$ cat src/rtl/bus_interface_unit.sv
// bus_interface_unit: request/response bridge between the core and the
// external memory bus. It registers address, write data and direction on
// acceptance, waits for mem_ready, and returns a one-cycle response pulse.
// Every output comes straight from a flop.
//
// Optional feature macro: BUS_IF_TIMEOUT_EN.
// When it is defined, an access aborts with rsp_error after TIMEOUT_CYCLES
// consecutive wait cycles. When it is undefined, the unit waits forever
// and rsp_error stays 0.
module bus_interface_unit #(
  parameter int DATA_WIDTH     = 8,
  parameter int ADDR_WIDTH     = 16,
  parameter int TIMEOUT_CYCLES = 15
) (
  input  logic                  clk_in,
  input  logic                  reset,
  input  logic                  req_valid,
  input  logic                  req_write,
  input  logic [ADDR_WIDTH-1:0] req_addr,
  input  logic [DATA_WIDTH-1:0] req_wdata,
  output logic                  req_ready,
  output logic                  rsp_valid,
  output logic                  rsp_error,
  output logic [DATA_WIDTH-1:0] rsp_rdata,
  output logic                  READ_write,
  output logic [ADDR_WIDTH-1:0] address_out,
  output logic [DATA_WIDTH-1:0] data_out,
  input  logic [DATA_WIDTH-1:0] data_in,
  input  logic                  mem_ready,
  output logic                  bus_active
);

  typedef enum logic [1:0] {
    RESET_HOLD = 2'd0,
    IDLE       = 2'd1,
    ACCESS     = 2'd2
  } state_t;

  state_t state;
  state_t state_next;
  logic   accept;
  logic   done;
  logic   abort;
  logic   timeout_hit;

`ifdef BUS_IF_TIMEOUT_EN
  localparam logic [7:0] TO_LIMIT = 8'(TIMEOUT_CYCLES);

  logic [7:0] wait_cnt;

  // The last allowed wait cycle is the one where the counter already holds
  // TO_LIMIT-1 and mem_ready is still low. A limit of zero disables it.
  assign timeout_hit = (TO_LIMIT != 8'd0) && (wait_cnt == (TO_LIMIT - 8'd1));

  // Wait counter: cleared on acceptance, counts stalled ACCESS cycles and
  // saturates at the limit.
  always_ff @(posedge clk_in or negedge reset) begin
    if (!reset) begin
      wait_cnt <= 8'd0;
    end else if (accept) begin
      wait_cnt <= 8'd0;
    end else if ((state == ACCESS) && !mem_ready && (wait_cnt != TO_LIMIT)) begin
      wait_cnt <= wait_cnt + 8'd1;
    end
  end
`else
  assign timeout_hit = 1'b0;
`endif

  // Next-state logic. Completion by mem_ready takes priority over the timeout.
  always_comb begin
    state_next = state;
    accept     = 1'b0;
    done       = 1'b0;
    abort      = 1'b0;
    case (state)
      RESET_HOLD: begin
        state_next = IDLE;
      end
      IDLE: begin
        if (req_valid && req_ready) begin
          state_next = ACCESS;
          accept     = 1'b1;
        end else begin
          state_next = IDLE;
        end
      end
      ACCESS: begin
        if (mem_ready) begin
          state_next = IDLE;
          done       = 1'b1;
        end else if (timeout_hit) begin
          state_next = IDLE;
          abort      = 1'b1;
        end else begin
          state_next = ACCESS;
        end
      end
      default: begin
        state_next = RESET_HOLD;
      end
    endcase
  end

  // State register. The status outputs are registered from the next state
  // so that they line up with the state they describe.
  always_ff @(posedge clk_in or negedge reset) begin
    if (!reset) begin
      state      <= RESET_HOLD;
      req_ready  <= 1'b0;
      bus_active <= 1'b0;
      rsp_valid  <= 1'b0;
      rsp_error  <= 1'b0;
    end else begin
      state      <= state_next;
      req_ready  <= (state_next == IDLE);
      bus_active <= (state_next == ACCESS);
      rsp_valid  <= done | abort;
      rsp_error  <= abort;
    end
  end

  // Bus latches. READ_write doubles as the stored direction for the whole
  // access and drops back to read as soon as the access ends.
  always_ff @(posedge clk_in or negedge reset) begin
    if (!reset) begin
      address_out <= {ADDR_WIDTH{1'b0}};
      data_out    <= {DATA_WIDTH{1'b0}};
      READ_write  <= 1'b0;
    end else if (accept) begin
      address_out <= req_addr;
      data_out    <= req_wdata;
      READ_write  <= req_write;
    end else if (state_next != ACCESS) begin
      READ_write  <= 1'b0;
    end
  end

  // Read-data latch: captures data_in on a good read, all-ones on an
  // aborted read, and keeps its value across writes.
  always_ff @(posedge clk_in or negedge reset) begin
    if (!reset) begin
      rsp_rdata <= {DATA_WIDTH{1'b0}};
    end else if (done && !READ_write) begin
      rsp_rdata <= data_in;
    end else if (abort && !READ_write) begin
      rsp_rdata <= {DATA_WIDTH{1'b1}};
    end
  end

endmodule

$ cat config.mk
export PLATFORM = sky130hd
export DESIGN_NAME = bus_interface_unit
export DESIGN_NICKNAME = d
export VERILOG_FILES = /design/src/rtl/bus_interface_unit.sv
export SDC_FILE = /design/constraint.sdc
export NUM_CORES = 1
export LEC_CHECK = 0
export ABC_AREA = 1
export BUFFER_PORTS_ARGS = -buffer_cell sky130_fd_sc_hd__buf_4
export CAP_MARGIN = 20
export CORE_ASPECT_RATIO = 1.2
export CORE_MARGIN = 5
export CORE_UTILIZATION = 41
export CTS_CLUSTER_DIAMETER = 120
export DETAILED_ROUTE_END_ITERATION = 10
export GPL_TIMING_DRIVEN = 0
export PLACE_DENSITY = 0.75
export SLEW_MARGIN = 5
export SYNTH_ARGS = -nofsm -noshare
export SYNTH_HDL_FRONTEND = slang
export SYNTH_SLANG_ARGS = --single-unit
$ cat constraint.sdc
create_clock -name clk_in -period 1.1 [get_ports clk_in]
set_clock_uncertainty 0.1 [all_clocks]
set_input_delay 0.11 -clock clk_in [delete_from_list [all_inputs] [get_ports clk_in]]
set_output_delay 0.11 -clock clk_in [all_outputs]
set_load 0.05 [all_outputs]
==> impl_metrics.csv <==
group,metric,value,unit
cells_and_area,layout.cells.non_filler,343,
critical_path,critPathRequiredTime,1170,ps
cells_and_area,finish.net_count,327,
synth,ys_seq_area_share,61.6,%
synth,synth_cell_types,16,
cells_and_area,post-route-util,80.4,%
sta,finalMaxSlewViolations,0,
sta,fin_hold_ws,84.9,ps
critical_path,slowest_stage,"dfrtp_2",
synth,syn-cell-area,1540,sq um
sta,setup_viol,35,
detailed_routing,routedWlPerCell,14.9,microns
sta,period_share,111,%
synth,avgSynthCellArea,9.41,sq um
detailed_routing,drt_pass1_iterations,4,
status,violations,"setup timing",
sta,tightest_slew,530,ps
cts,cts.clk_slew.worst_paths,70,ps
detailed_routing,first_iter_violations,70,
worst_hold_path,hold_class,"input port to flip-flop",
critical_path,reg2reg_slack,-120,ps
critical_path,critPathMaxFanout,7,
cts,cts_tree,"done",
cts,cts-root-buf,"clkbuf_8",
detailed_routing,routed_wirelength,5110,microns
detailed_routing,drc,0,
global_routing,grt_pass1_wl,7260,microns
placement,place_congestion,0.725,
cells_and_area,final_common_cell,"buf_4",
power_and_ir_drop,worst_ir_drop_vdd,0.00195,V
sta,rsz0062_at_grt,"true",
critical_path,cp-start-kind,"flip-flop",
power_and_ir_drop,power_density,3230,nW/um^2
global_routing,grt.total_usage,18.8,%
synth,yosys_register_bits,38,
critical_path,end_kind,"flip-flop",
sta,setup_ws,-118,ps
die,dieArea,5100,sq um
die,boundaryPins,74,
synth,netlist_instances,164,
sta,fin_crit,1220,ps
sta,slew_headroom,64.7,%
die,core_area,3630,sq um
synth,synth_warnings,0,
global_routing,grt_max_degree,39,
global_routing,grt_overflow,0,
detailed_routing,ant_nets,0,
die,rows,24,
detailed_routing,vias,1626,
cts,cts_buffers,5,
placement,dpl.hpwl,2780,microns
critical_path,cpPeakStageDelay,460,ps
detailed_routing,vias_per_cell,4.74,
cts,clk_latency,280,ps
placement,dp_cells,288,
sta,fmax,821,MHz
critical_path,worstPathCellList,"nor2_8, nand2_8, clkbuf_16, nand2_4, nand2_1",
placement,post-place-ws,-184,ps
critical_path,criticalPathCategory,"flip-flop to flip-flop",
power_and_ir_drop,p_leak,1.52,nW
status,outcome,"finished with violations",
die,dieWidth,66.0,microns
cells_and_area,drive_gt1_share,45.7,%
cells_and_area,area_growth,89.3,%
global_routing,antenna_found_initial,0,
die,die_y,77.2,microns
job,cap_violations,0,
cts,h-tree-depth,2,
critical_path,crit_arrival,1290,ps
die,start_util,42.5,%
cells_and_area,final_cell_mix,"buf_4 (57), nand2_1 (48), dfrtp_1 (35)",
synth,synth.net_count,201,
global_routing,grt_pass1_vias,1557,
cts,clockBufferDepth,2,
cts,cts.sinks,38,
cells_and_area,diodes,0,
placement,numPortBuffers,72,
sta,hold_violations,0,
==> state kept, by name, indices dropped and copies added, names as in the netlist <==
name	cells
state	2
rsp_valid	1
data_out	8
READ_write	1
rsp_rdata	8
address_out	16
bus_active	1
req_ready	1
==> critical path: cells and delay by family, from the launching register on <==
kind,cells,cell delay [ps]
buffers and inverters,1,170
DFF,1,460
and+or+nand+nor,4,370
==> cell usage after synthesis, drive strengths merged <==
| cell type | count | area [sq um] |
|---|---|---|
| nand2 | 73 | 282 |
| dfrtp | 38 | 951 |
| nand3 | 26 | 130 |
| nand4 | 9 | 56.3 |
| buf | 7 | 55.1 |
| inv | 5 | 18.8 |
| nor2 | 2 | 31.3 |
| clkbuf | 1 | 3.75 |
| clkinv | 1 | 3.75 |
| conb | 1 | 3.75 |
| o21ai | 1 | 8.76 |
==> routing by layer <==
layer / part of all wire, % / global-route usage (%) / vias to the layer above
li1: - / - / 781
met1: 35 / 19.9 / 774
met2: 56 / 33.6 / 61
met3: 5.9 / 6.14 / 10
met4: 2.6 / 7.11 / 0
met5: 0 / 0 / -
==> cell type report <==
type / instances / area [sq um]
plain buffers: 8 / 67.6
fillers: 236 / 711
clock buffers: 8 / 80.1
flip-flops and latches: 38 / 955
repair buffers: 119 / 1120
well taps: 52 / 65.1
multi-input cells: 112 / 601
inverters: 6 / 30.0
==> worst paths after layout <==
path / start / end / cells after the start
max reg2reg: state[1] / data_out[6] / 5
min in group asynchronous: reset / rsp_rdata[5] / 2
min: req_valid / req_ready / 4
max: state[1] / data_out[6] / 5
max in group asynchronous: reset / READ_write / 2
min reg2reg: data_out[7] / data_out[7] / 2
==> through the flow <==
step	total power, mW	setup TNS (ps)	instance area (sq um)
floorplan	5.74	-4450	1550
global placement	7.15	-3870	2160
detailed placement	7.24	-4490	2160
CTS	8.52	-1420	2680
global route	9.90	-4900	2920
finish	9.43	-2850	2920
==> kinds of logic (layout without fill, tap and decap cells) <==
group	count (synthesis)	after routing	synth area share, %
DFF	38	38	61.6
and+or+nand+nor	110	110	32.3
buffers and inverters	14	141	5.27
other	1	1	0.243
AOI/OAI and AO/OA	1	1	0.567
==> what timing repair did <==
item / 4_1_cts / 5_1_grt
hold buffers: 34 / 0
pin swaps: 14 / 7
gates cloned: 1 / 1
setup buffers: 7 / 4
hold endpoints to repair: 71 / 0
setup endpoints to repair: 40 / 58
gates resized for setup: 11 / 56
==> report_power, final <==
part / internal (mW) / total [mW] / switching [mW]
combinational: 2.21 / 5.92 / 3.71
sequential: 2.06 / 2.62 / 0.559
clock: 0.450 / 0.895 / 0.445
Note: power is estimated with default switching activity, not from simulation.
